===== src/rtl/soc1_ram_loader.sv =====
// Byte-stream to 32-bit RAM loader: packs bytes little-endian into words, writes each
// completed word once, tracks a 16-bit checksum and flags writes that would run past the RAM.
module soc1_ram_loader #(
    parameter int DEPTH  = 25000,
    parameter int ADDR_W = 15
) (
    input  logic              clk,
    input  logic              reset,
    input  logic              start,
    input  logic [ADDR_W-1:0] base_addr,
    input  logic [16:0]       byte_count,
    input  logic [7:0]        in_data,
    input  logic              in_valid,
    output logic              in_ready,
    output logic [ADDR_W-1:0] address,
    output logic [3:0]        byteenable,
    output logic              chipselect,
    output logic              write,
    output logic [31:0]       writedata,
    output logic              clken,
    output logic              busy,
    output logic              done,
    output logic              error,
    output logic [15:0]       checksum
);

    typedef enum logic [1:0] {
        IDLE  = 2'd0,
        FILL  = 2'd1,
        WRITE = 2'd2,
        DONE  = 2'd3
    } state_t;

    // Widened by one bit so the comparison cannot alias when DEPTH fills the address space.
    localparam logic [ADDR_W:0] LAST_ADDR = (ADDR_W + 1)'(DEPTH - 1);

    state_t            state_q, state_d;
    logic [ADDR_W-1:0] addr_q, addr_d;
    logic [16:0]       remaining_q, remaining_d;
    logic [1:0]        lane_q, lane_d;
    logic [3:0]        be_q, be_d;
    logic [31:0]       wdata_q, wdata_d;
    logic [15:0]       checksum_q, checksum_d;
    logic              error_q, error_d;
    logic              in_ready_q;
    logic              wr_q;
    logic              busy_q;
    logic              done_q;
    logic              at_last_addr;

    assign at_last_addr = ({1'b0, addr_q} == LAST_ADDR);

    // Next-state and datapath update for the load sequence.
    always_comb begin
        state_d     = state_q;
        addr_d      = addr_q;
        remaining_d = remaining_q;
        lane_d      = lane_q;
        be_d        = be_q;
        wdata_d     = wdata_q;
        checksum_d  = checksum_q;
        error_d     = error_q;
        case (state_q)
            IDLE: begin
                if (start) begin
                    addr_d      = base_addr;
                    remaining_d = byte_count;
                    lane_d      = 2'd0;
                    be_d        = 4'd0;
                    wdata_d     = 32'd0;
                    checksum_d  = 16'd0;
                    error_d     = 1'b0;
                    state_d     = (byte_count == 17'd0) ? DONE : FILL;
                end else begin
                    state_d = IDLE;
                end
            end
            FILL: begin
                if (in_valid) begin
                    wdata_d[{lane_q, 3'b000} +: 8] = in_data;
                    be_d[lane_q]                   = 1'b1;
                    remaining_d                    = remaining_q - 17'd1;
                    checksum_d                     = checksum_q + {8'd0, in_data};
                    lane_d                         = lane_q + 2'd1;
                    if ((lane_q == 2'd3) || (remaining_q == 17'd1)) begin
                        state_d = WRITE;
                    end else begin
                        state_d = FILL;
                    end
                end else begin
                    state_d = FILL;
                end
            end
            WRITE: begin
                lane_d  = 2'd0;
                be_d    = 4'd0;
                wdata_d = 32'd0;
                if (remaining_q == 17'd0) begin
                    addr_d  = addr_q + {{(ADDR_W-1){1'b0}}, 1'b1};
                    state_d = DONE;
                end else if (at_last_addr) begin
                    // Bytes remain but the next word would fall outside the RAM.
                    error_d = 1'b1;
                    state_d = DONE;
                end else begin
                    addr_d  = addr_q + {{(ADDR_W-1){1'b0}}, 1'b1};
                    state_d = FILL;
                end
            end
            DONE: begin
                state_d = IDLE;
            end
            default: begin
                state_d = IDLE;
            end
        endcase
    end

    // State, datapath and decoded control outputs, all registered.
    always_ff @(posedge clk) begin
        if (reset) begin
            state_q     <= IDLE;
            addr_q      <= {ADDR_W{1'b0}};
            remaining_q <= 17'd0;
            lane_q      <= 2'd0;
            be_q        <= 4'd0;
            wdata_q     <= 32'd0;
            checksum_q  <= 16'd0;
            error_q     <= 1'b0;
            in_ready_q  <= 1'b0;
            wr_q        <= 1'b0;
            busy_q      <= 1'b0;
            done_q      <= 1'b0;
        end else begin
            state_q     <= state_d;
            addr_q      <= addr_d;
            remaining_q <= remaining_d;
            lane_q      <= lane_d;
            be_q        <= be_d;
            wdata_q     <= wdata_d;
            checksum_q  <= checksum_d;
            error_q     <= error_d;
            in_ready_q  <= (state_d == FILL);
            wr_q        <= (state_d == WRITE);
            busy_q      <= (state_d != IDLE);
            done_q      <= (state_d == DONE);
        end
    end

    assign in_ready   = in_ready_q;
    assign address    = addr_q;
    assign byteenable = be_q;
    assign writedata  = wdata_q;
    assign chipselect = wr_q;
    assign write      = wr_q;
    assign clken      = 1'b1;
    assign busy       = busy_q;
    assign done       = done_q;
    assign error      = error_q;
    assign checksum   = checksum_q;

endmodule


===== config.mk =====
export PLATFORM = sky130hd
export DESIGN_NAME = soc1_ram_loader
export DESIGN_NICKNAME = d
export VERILOG_FILES = /design/src/rtl/soc1_ram_loader.sv
export SDC_FILE = /design/constraint.sdc
export NUM_CORES = 1
export LEC_CHECK = 0
export ABC_CLOCK_PERIOD_IN_PS = 3370
export BUFFER_PORTS_ARGS = -buffer_cell sky130_fd_sc_hd__clkbuf_2
export CORE_ASPECT_RATIO = 1.2
export CORE_MARGIN = 8
export CORE_UTILIZATION = 40
export DETAILED_ROUTE_END_ITERATION = 12
export PLACE_DENSITY_LB_ADDON = 0.1
export REMOVE_ABC_BUFFERS = 1
export SLEW_MARGIN = 25
export SYNTH_ARGS = -nofsm -noshare
export SYNTH_HDL_FRONTEND = slang
export SYNTH_SLANG_ARGS = --single-unit

===== constraint.sdc =====
create_clock -name clk -period 3.37 [get_ports clk]
set_input_delay 0.337 -clock clk [delete_from_list [all_inputs] [get_ports clk]]
set_output_delay 0.337 -clock clk [all_outputs]
set_load 0.05 [all_outputs]

* After elaboration in Yosys (flattened, before gate mapping) *
Cells that the tools add are included.

cells by class
  shift operators = 2
  bitwise logic cells = 1
  muxes and demuxes = 33
  add/sub/neg operators = 5
  $lt $le $gt $ge = 2
  reduce and logical (&&, ||, !) cells = 13
  equality and inequality tests = 14

operator list
  kind                                                  count
  one-hot mux 32 bit (3 select lines)                   1
  2-to-1 mux 32 bit                                     2
  2-to-1 mux 15 bit                                     3
  zero test 17 bit                                      2
  2-to-1 mux 17 bit                                     2
  one-hot mux 17 bit (2 select lines)                   1
  bitwise mux 32 bit                                    1
  2-to-1 mux 16 bit                                     2
  one-hot mux 16 bit (2 select lines)                   1
  variable shift 8 x 7 -> 32 bit, first input constant  1
  indexed part select 8 x 7 -> 32 bit                   1
  one-hot mux 15 bit (2 select lines)                   1
  == test 17 x 1 -> 1 bit, second input constant        1
  subtractor 17 x 1 -> 17 bit, second input constant    1
  adder 16 x 8 -> 16 bit                                1
  2-to-1 mux 2 bit                                      8
  adder 15 x 1 -> 15 bit, second input constant         1
  == test 15 bit, second input constant                 1
  one-hot mux 4 bit (3 select lines)                    1
  == test 2 bit, second input constant                  5
  AND reduction 3 bit                                   3
  2-to-1 mux 4 bit                                      2
  inequality test 2 bit, second input constant          4
  one-hot mux 2 bit (4 select lines)                    1
  17 further kinds                                      23

storage, ports and cells
  flip-flop bits (word level) = 93
  input bits = 44

* Depth between registers and ports, before layout *
  depth in word-level cells = 7
  depth in mapped cells = 8
  gate-level depth less buffers = 8

* Worst setup path before layout *
Ideal clock, no wire load.

  path kind = reg2reg
  start point = register checksum_q[0], in the netlist checksum[0]
  end point = register checksum_q[10], in the netlist checksum[10]
  period minus slack after synthesis = 2418 ps
  path slack = 952 ps
  arrival = 2348 ps
  library setup time = 70 ps
  cell stages (with the launch flop) = 9
  buffers on the path = 0
  path through = dfxtp_1 > ha_1 > inv_1 > fa_1 > nor2b_1 > o2111a_1 > o31ai_1 > or4_1 > a21oi_1

on the way
  word-level cells in the longest chain between the ends = 3

RTL lines
  what                                 RTL line  source
  start, declared                      43        logic [15:0] checksum_q, checksum_d;
  start signal, assigned               141       checksum_q <= checksum_d;
  adder 16 x 8 -> 16 bit               83        checksum_d = checksum_q + {8'd0, in_data};
  2-to-1 mux 16 bit                    79        if (in_valid) begin
  one-hot mux 16 bit (2 select lines)  63        case (state_q)

No other way between the ends. The select of a mux whose other input is x is not followed.
A chain may end at the register's enable or synchronous reset.

* Worst setup path in the final report *
  start point = register state_q[1]
  end point = register wdata_q[15], in the netlist writedata[15]

on the way
  word-level cells in the longest chain between the ends = 3

RTL lines
  what                                                                          RTL line  source
  start, declared                                                               37        state_t state_q, state_d;
  start signal, assigned                                                        135       state_q <= state_d;
  == test 2 x 1 -> 1 bit (tied with other cells)                                63
  inequality test 2 bit (no source line) or nonzero test 3 bit (tied branches)  -
  AND reduction 3 bit (no source line)                                          -
  end signal, assigned                                                          140       wdata_q <= wdata_d;
  end, declared                                                                 42        logic [31:0] wdata_q, wdata_d;

Parallel ways exist; a longest one is shown, timed or not.

==> results.md <==
- # resized after CTS: 0
- DR vias: about 5000
- Mapped Cells: 602
- Critical path class: reg -> reg
- Pre-Repair DR Iteration Count: 5
- Gr ovfl total: 0
- Period utilization: 73.87%
- Final net count: ~770
- RR Startpoint: state_q[1]
- DRC errors left: 0
- Num ports: 118
- Commonest non-fill, non-tap cells in the layout: clkbuf_2 (116), dfxtp_1 (93), nor2_1 (61), nand2_1 (61), a21oi_1 (60)
- CTS max path bufs: 2
- Ys Warns: 0
- Number of fill cells: 1234
- Worst slack at placement: 866.5 ps
- Maximum vdd drop: 227.7 uV
- Slew headroom: 32.52%
- DP HPWL: 11.13 mm
- Final worst slack: 880.6 ps
- Static Leak: 0.002346 uW
- Die Height: 136.2 um
- Most common cell after layout, fill and taps aside: clkbuf_2
- Final hold violation count: 0
- P&R area growth vs syn: 21.53%
- Layout Skew: 8.382 ps
- Initial antenna violation count: 0
- Flops & latches, synth: 93
- Sequential element share of the synthesized area: 38.64%
- CP top delay family: simple AND/OR/NAND/NOR gates
- Top cell type's share of synthesized area: 38.64%
- Hold Path Class: in -> reg
- Final count of pins violating max slew: 0
- Fmax: approximately 400 MHz
- Largest net degree at the start of global routing: between 40 and 50
- DR WL met2: 7.451 mm
- CP peak stage delay: a little under 900 ps
- Final ANT Viol Nets: 0
- Ys async rst share: 0%
- Critical-path cell list: o21ba_2, a21oi_1, nor3_1, a22oi_1, nor2_1
- CTS root buf: clkbuf_16
- Power density over the cells: 470.4 nW/um^2
- First-pass GRT wire length: about 24 mm
- Initial Utilization: 40.33%
- Layout Cells excl Fill: about 870
- Routability cong.: ~0.85
- CP arrival: 2770 ps
- TritonCTS clock tree: yes
- EDFF count, synth: 0
- Overall Power: roughly 2800 uW
- Top layer in use: met4
- Crit. End Element: register
- Share of cells above drive strength 1: 22.08%
- Hold depth: 3
- H-tree depth: 3
- Number of diodes: 0
- Port buffer count: 116
- Post-synthesis instance area: 4818 sq um
- GRT Util Overall: 19.22%
- Worst R2R End: writedata[15]
- Setup-failing EPs final: 0
- CP max FO: 13
- Vias per cell: 5.735
- Post-CTS Setup Bufs: 0
- Synth top area cells: dfxtp_1 (39%), a21oi_1 (6.2%), nand2_1 (4.8%)
- Met3 WL: ~900 um
- Cell Rows: 44
- Leading area contributor after synthesis: dfxtp_1
- CTS Hold Bufs: 0
- Clock Sinks: 93
- WHS Endpoint: address[11]
- Clock transition at path regs: 70 ps
- Status: complete, no violations
- Crit start category: register
- R2r setup slk: 880 ps
- Die area: around 16000 sq um
- Max-cap violations: 0
- Worst Tran Pin Value: between 1000 and 1500 ps
- Wire length on met1: 6.731 mm
- Crit path required time: 3650 ps
- RSZ-0062 raised after global routing: no
- Worst-Skew Late Latency: 350 ps
- Die Width: 116.2 um
- Core footprint: 11950 sq um
- Setup TNS: 0 ps
- Vias in the first global route: 4851
- Detailed Route WL: 15.19 mm
- CTS buffer count: 9
- Fin crit period: 2489 ps
- HP Start: base_addr[11]
- Yosys cell types: 67
- DRT iter0 DRCs: 334
- Mean routed wirelength per cell: 17.42 um
- Worst reg2reg path depth: 5
- Critical path buffers and inverters: 0
- Synth Flop Type: dfxtp_1
- Syn avg cell area: 8.004 sq um
- CP max-delay cell: nor3_1
- Placed Cells: roughly 860
-- final cells by class --
| type | instances | area, sq um | share of cell area [%] |
|---|---|---|---|
| Clock buffer | 9 | 225.2 | 3.846 |
| Clock inverter | 7 | 76.32 | 1.303 |
| Multi-Input combinational cell | 462 | 2775 | 47.39 |
| Timing Repair Buffer | 128 | 670.6 | 11.45 |
| Tap cell | 161 | 201.4 | 3.440 |
| Inverter | 12 | 45.04 | 0.7692 |
| Sequential cell | 93 | 1862 | 31.79 |
-- power by group --
part	switching [uW]	internal, uW	total, uW
registers	60.6	1150	1210
logic	357	171	528
clock network	494	527	1020
total	912	1840	2750
-- cell usage after synthesis, types with 4 or more instances --
cell	n
dfxtp_1	93
nand2_1	61
nor2_1	61
a21oi_1	60
nand3_1	39
o21ai_0	30
clkbuf_1	29
a22oi_1	22
ha_1	17
nor3_1	16
or3_1	14
inv_1	12
or4_1	12
nor4_1	11
a211oi_1	9
nand4_1	9
a31oi_1	8
o31ai_1	7
a221oi_1	5
o21a_1	5
nand3b_1	4
nor2b_1	4
o211ai_1	4
or2_2	4
-- cell families (layout without fill, tap and decap cells) --
| kind of cell | after synthesis | in the layout | share of synthesized area (%) |
|---|---|---|---|
| compound gates | 185 | 185 | 25.19 |
| xor+xnor | 3 | 3 | 0.5454 |
| fa+ha+maj | 18 | 18 | 4.830 |
| buf+inv | 47 | 156 | 3.869 |
| flops | 93 | 93 | 38.64 |
| mux | 2 | 2 | 0.4155 |
| other cells | 1 | 1 | 0.07783 |
| simple gates | 253 | 253 | 26.43 |
-- per-stage QoR --
stage | area [sq um] | util, % | hold slack, ps
finish | 5856 | 49.02 | 240.0
detailed placement | 5554 | 46.49 | 445.7
floorplan | 4677 | - | 406.1
CTS | 5856 | 49.02 | 227.2
global route | 5856 | 49.02 | 254.3
global placement | 5554 | 46.49 | 441.9
-- worst max path at each step --
stage	start	cells past startpoint	slack, ps	endpoint
3_5_place_dp	state_q[1]	5	870	writedata[13]
4_1_cts	state_q[1]	5	830	writedata[15]
6_report	state_q[1]	5	880	writedata[15]
5_1_grt	state_q[1]	5	630	writedata[15]
3_3_place_gp	remaining_q[6]	5	970	address[10]
2_1_floorplan	state_q[1]	4	660	checksum[10]
-- flip-flops by register name, indices dropped and copies added (netlist names) --
signal	cells
writedata	32
remaining_q	17
checksum	16
address	15
byteenable	4
lane_q	2
state_q	2
busy	1
chipselect	1
done	1
error	1
in_ready	1
-- worst register-to-register path, stage by stage (launching register included) --
cell and delay (ps):
dfxtp_1 580, o21ba_2 410, a21oi_1 240, nor3_1 880
a22oi_1 170, nor2_1 130
-- routing by layer --
metal / GRT usage [%] / vias up
li1: - / 2460
met1: 23.68 / 2402
met2: 32.72 / 131
met3: 3.911 / 8
met4: 5.848 / 0
met5: 0 / -
No activity file was read; power rests on OpenSTA's default activity.
